--- src/rtl/pow_arb_2x.sv ---
// pow_arb_2x: two requester streams share one fixed-latency power engine.
// Round-robin issue gated by per-channel credits; results steered by tag
// into per-channel output FIFOs, so the engine is never back-pressured.
// Ports:
//   clk, aresetn                 clock, async active-low reset
//   s0_*/s1_* (tvalid,tready,tdata)  requester inputs
//   e_* (tvalid,tready,tdata,tid)    issue to engine
//   e_r_* (tvalid,tready,tdata,tid)  engine results
//   m0_*/m1_* (tvalid,tready,tdata)  per-channel results
// Build option: POW_ARB_STRICT_PRIO_EN selects fixed ch0 priority
// instead of round-robin.
module pow_arb_2x #(
  parameter int DATA_W     = 32,
  parameter int LAT        = 5,
  parameter int FIFO_DEPTH = 8
) (
  input  logic              clk,
  input  logic              aresetn,
  input  logic              s0_tvalid,
  output logic              s0_tready,
  input  logic [DATA_W-1:0] s0_tdata,
  input  logic              s1_tvalid,
  output logic              s1_tready,
  input  logic [DATA_W-1:0] s1_tdata,
  output logic              e_tvalid,
  input  logic              e_tready,
  output logic [DATA_W-1:0] e_tdata,
  output logic              e_tid,
  input  logic              e_r_tvalid,
  output logic              e_r_tready,
  input  logic [DATA_W-1:0] e_r_tdata,
  input  logic              e_r_tid,
  output logic              m0_tvalid,
  input  logic              m0_tready,
  output logic [DATA_W-1:0] m0_tdata,
  output logic              m1_tvalid,
  input  logic              m1_tready,
  output logic [DATA_W-1:0] m1_tdata
);

  localparam int AW = $clog2(FIFO_DEPTH);
  localparam int CW = AW + 1;

  if (FIFO_DEPTH < 2 || LAT < 1) begin : g_bad_cfg
    $error("pow_arb_2x: FIFO_DEPTH >= 2 and LAT >= 1 required");
  end

  logic [1:0]        s_tvalid;
  logic [1:0]        m_tready;
  logic [1:0]        elig;
  logic [1:0]        iss;
  logic [1:0]        pop;
  logic [1:0]        empty;
  logic [DATA_W-1:0] m_tdata [2];
  logic [CW-1:0]     cred [2];
  logic              win;
  logic              hs;

  assign s_tvalid = {s1_tvalid, s0_tvalid};
  assign m_tready = {m1_tready, m0_tready};

  // credits = beats in the engine + beats parked in the FIFO
  assign elig[0] = s_tvalid[0] && (cred[0] < CW'(FIFO_DEPTH));
  assign elig[1] = s_tvalid[1] && (cred[1] < CW'(FIFO_DEPTH));

`ifdef POW_ARB_STRICT_PRIO_EN
  always_comb begin
    win = 1'b0;
    unique case (1'b1)
      !elig[0] && elig[1]: win = 1'b1;
      default:             win = 1'b0;
    endcase
  end
`else
  logic rr_ptr;

  // rr_ptr is the last-served channel; on contention the other one wins
  always_comb begin
    win = 1'b0;
    unique case (1'b1)
      elig[0] && elig[1]:  win = ~rr_ptr;
      !elig[0] && elig[1]: win = 1'b1;
      default:             win = 1'b0;
    endcase
  end

  always_ff @(posedge clk or negedge aresetn) begin
    if (!aresetn) begin
      rr_ptr <= 1'b0;
    end else if (hs) begin
      rr_ptr <= win;
    end
  end
`endif

  assign e_tvalid  = |elig;
  assign e_tid     = win;
  assign e_tdata   = win ? s1_tdata : s0_tdata;
  assign hs        = e_tvalid && e_tready;
  assign s0_tready = hs && !win;
  assign s1_tready = hs && win;
  assign iss       = {hs && win, hs && !win};

  assign e_r_tready = aresetn;

  for (genvar n = 0; n < 2; n++) begin : g_ch
    logic [DATA_W-1:0] mem [FIFO_DEPTH];
    logic [CW-1:0]     wp;
    logic [CW-1:0]     rp;
    logic              full;
    logic              wr_req;
    logic              wr;

    assign empty[n] = (wp == rp);
    assign full     = (wp[AW] != rp[AW])
                   && (wp[AW-1:0] == rp[AW-1:0]);
    assign pop[n]   = !empty[n] && m_tready[n];
    assign wr_req   = e_r_tvalid && (e_r_tid == 1'(n));
    // a pop in the same cycle frees the slot being written
    assign wr       = wr_req && (!full || pop[n]);

    always_ff @(posedge clk) begin
      if (wr) begin
        mem[wp[AW-1:0]] <= e_r_tdata;
      end
    end

    always_ff @(posedge clk or negedge aresetn) begin
      if (!aresetn) begin
        wp <= '0;
        rp <= '0;
      end else begin
        if (wr) begin
          wp <= wp + 1'b1;
        end
        if (pop[n]) begin
          rp <= rp + 1'b1;
        end
      end
    end

    always_ff @(posedge clk or negedge aresetn) begin
      if (!aresetn) begin
        cred[n] <= '0;
      end else begin
        unique case ({iss[n], pop[n]})
          2'b10:   cred[n] <= cred[n] + 1'b1;
          2'b01:   cred[n] <= cred[n] - 1'b1;
          default: cred[n] <= cred[n];
        endcase
      end
    end

    assign m_tdata[n] = empty[n] ? '0 : mem[rp[AW-1:0]];

    a_no_ovf: assert property (
      @(posedge clk) disable iff (!aresetn)
      !(wr_req && full && !pop[n]));
  end

  assign m0_tvalid = !empty[0];
  assign m1_tvalid = !empty[1];
  assign m0_tdata  = m_tdata[0];
  assign m1_tdata  = m_tdata[1];

endmodule

--- config.mk ---
export PLATFORM = sky130hd
export DESIGN_NAME = pow_arb_2x
export DESIGN_NICKNAME = d
export VERILOG_FILES = /design/src/rtl/pow_arb_2x.sv
export SDC_FILE = /design/constraint.sdc
export NUM_CORES = 1
export LEC_CHECK = 0
export BUFFER_PORTS_ARGS = -buffer_cell sky130_fd_sc_hd__buf_2
export CAP_MARGIN = 20
export CORE_ASPECT_RATIO = 0.6
export CORE_MARGIN = 2
export CORE_UTILIZATION = 50
export CTS_CLUSTER_DIAMETER = 200
export DETAILED_ROUTE_END_ITERATION = 12
export GPL_TIMING_DRIVEN = 0
export HOLD_SLACK_MARGIN = 0.12
export PLACE_DENSITY_LB_ADDON = 0.1
export REMOVE_ABC_BUFFERS = 1
export SLEW_MARGIN = 20
export SYNTH_ARGS = -nofsm -noshare
export SYNTH_HDL_FRONTEND = slang
export SYNTH_SLANG_ARGS = --single-unit
export TNS_END_PERCENT = 10
--- constraint.sdc ---
create_clock -name clk -period 7.85 [get_ports clk]
set_clock_uncertainty 0.2 [all_clocks]
set_input_delay 0.785 -clock clk [delete_from_list [all_inputs] [get_ports clk]]
set_output_delay 0.785 -clock clk [all_outputs]
set_load 0.02 [all_outputs]
==> reports/qor.txt <==
Outcome: finished, final reports clean
Seq/Total Area, Yosys: 74.50%
Gates resized, CTS repair: 0
Top cell type's share of synthesized area: 71.59%
Minimum clock period: 4712 ps
End-of-flow core utilization: 60.96%
Leakage: 9.264 nW
Post-synth top area cell: edfxtp_1
Mapped Cells: 1091
Routed vias/inst: 5.582
Crit end category: output port
Design Area, Final: 25660 µm²
RSZ-0062 raised after global routing: false
Grt ovf: 0
Placed Area: 24000 µm²
Hold Crit Class: flop to flop
Critical hold path startpoint: cred[3]
Startpoint Class: flop
Detail Route Antenna Nets: 0
Main synth FF type: edfxtp_1
Max Clk Rate: 212.2 MHz
Pre-antenna DRT Iters: 5
FP Rows: 58
Fin. Hold Viols: 0
Final slew viol count: 0
Synth area leaders: edfxtp_1 (72%), mux4_2 (13%), mux2i_1 (3.0%)
Hold Path Depth: 1
R2r endpoint: cred[2]
Worst path cell trace: nor2b_1 -> a21o_1 -> clkinv_1 -> nand2_1 -> inv_1 -> buf_2
Layout cells sized above 1: 37.98%
Critical path depth: 6
CP arrival: 3730 ps
Number of global-route vias before repair: 11240
DRT iter0 DRCs: 1181
Hold Path Sink: cred[3]
Seq cells post-synth: 537
Slowest stage delay, CP: 1060 ps
Initial antenna violation count: 2
GP Congestion: 0.8268
# DRC: 0
I/O pins: 208
Final Cycle Share: 60.02%
Top delay family on crit path: buffers and inverters
Die Width: 271.6 µm
Most frequent cell after synthesis: edfxtp_1
Die span in y: 164.5 µm
CP max FO: 34
Core region area: 42090 µm²
Endpoints failing setup: 0
Warnings, synthesis: 0
Filler cell count in the final layout: 3031
H-tree depth: 2
Async SR Flop Fraction: 4.655%
Avg Cell Area, Syn: 19.68 µm²
GR Layer Usage met3: 3.446%
Worst slew pin tran: 1057 ps
Worst hold margin: 289.8 ps
Commonest cells post-synth: edfxtp_1 (512), mux4_2 (128), nand2_1 (111)
RR Startpoint: cred[7]
R2r setup slk: 3490 ps
Max Buffers Root-to-Sink: 3
Clock sink count: 537
Power density over cell area: 376.9 nW/µm²
Mapped Area: 21480 µm²
Via count: 11200
Largest net degree at the start of global routing: 47
TNS Setup: 0 ps
Buf/Inv on CP: 3
Clock Tree Root: clkbuf_16
Worst-Skew Late Latency: 570 ps
TritonCTS clock tree: done
DIE AREA: 44680 µm²
CP required: 6860 ps
Worst-path clk slew: 70 ps
Number of synthesized flops with an enable pin: 512
Layout Nets: 1511
Area grow syn2layout: 19.48%
R2R cell count: 11
HPWL after DPL: 32.74 mm
Post-Route WL: 47.97 mm
GRT Overall Usage: 22.08%
Input/output buffers: 207
Maxcap violations: 0
Starting Density: 51.02%
Met2 usage: 34.59%
First-pass GRT wire length: 72.52 mm
Synth unique cells: 51
Wire length per cell: 23.91 µm
Met1 Use GR: 33.50%
Most used routing layer: met2
Crit-path slowest cell: clkinv_1
CTS Buf Count: 48
Tot Pwr: 9.670 mW
VDD IR max: 271.9 µV
WS Path Type: flop to output port
Worst slew margin: 28.96%
[cells in the final DEF (no fill, tap or decap), types with 9 or more instances in the layout]
master,count
buf_12,10
buf_2,246
buf_4,41
clkbuf_1,10
clkbuf_16,49
clkinv_1,9
dfrtp_1,19
edfxtp_1,512
ha_1,10
inv_1,10
mux2i_1,64
mux4_2,128
nand2_1,111
nor2_1,70
xor2_1,17
[repair_timing]
action,4_1_cts,5_1_grt
hold buffers,1,0
endpoints found under the setup margin,0,0
hold endpoints to repair,25,0
buffers inserted,0,0
[cell families after synthesis]
kind of cell	after synthesis	share of synthesized area [%]
flip-flops	537	74.50
AND/OR/NAND/NOR	229	4.777
multiplexers	197	16.67
buffers and inverters	69	1.521
XOR/XNOR	25	1.089
AO/OA/AOI/OAI	23	0.7633
adder cells (fa/ha/maj)	11	0.6758
[worst max path at each step]
| stage | slack [ps] | end | start |
|---|---|---|---|
| CTS | 3140 | s1_tready | cred[7] |
| finish | 3140 | s1_tready | cred[7] |
| global route | 2800 | s1_tready | cred[7] |
| detailed placement | 3080 | cred[2] | s0_tvalid |
| global placement | -4990 | g_ch[1].mem[3][16] | g_ch[1].rp[0] |
| floorplan | 490 | g_ch[0].mem[5][0] | g_ch[0].rp[0] |
[registers in the layout (all words and copies together), names as in the netlist]
signal / cells
g_ch.mem: 512
cred: 8
g_ch.rp: 8
g_ch.wp: 8
rr_ptr: 1
[cell type report]
class	count	area, µm²	area share, %
Clock buffer	61	1291	5.032
Antenna cell	1	2.502	0.009752
Clock inverter	29	360.3	1.404
Timing Repair Buffer	311	1964	7.656
Inverter	12	45.04	0.1755
Tap cell	570	713.2	2.779
Sequential cell	537	16020	62.44
Multi-Input combinational cell	485	5260	20.50
[report_power, final]
group | switching (mW) | internal [mW] | total (mW)
combinational | 1.98 | 1.49 | 3.48
clock | 1.02 | 1.44 | 2.46
sequential | 0.306 | 3.43 | 3.74
[per-layer routing]
layer | part of all wire [%] | up-vias | routed length (µm)
li1 | - | 4969 | -
met1 | 46 | 5873 | 22140
met2 | 47 | 300 | 22410
met3 | 5.7 | 54 | 2740
met4 | 1.4 | 2 | 664
met5 | 0.027 | - | 13
[metrics by stage]
step,setup WS (ps),std cells
CTS,3144,2005
detailed placement,3077,1914
finish,3138,2006
global placement,-4989,1811
global route,2795,2006
floorplan,488.7,1034
(Power assumes the default switching activity.)
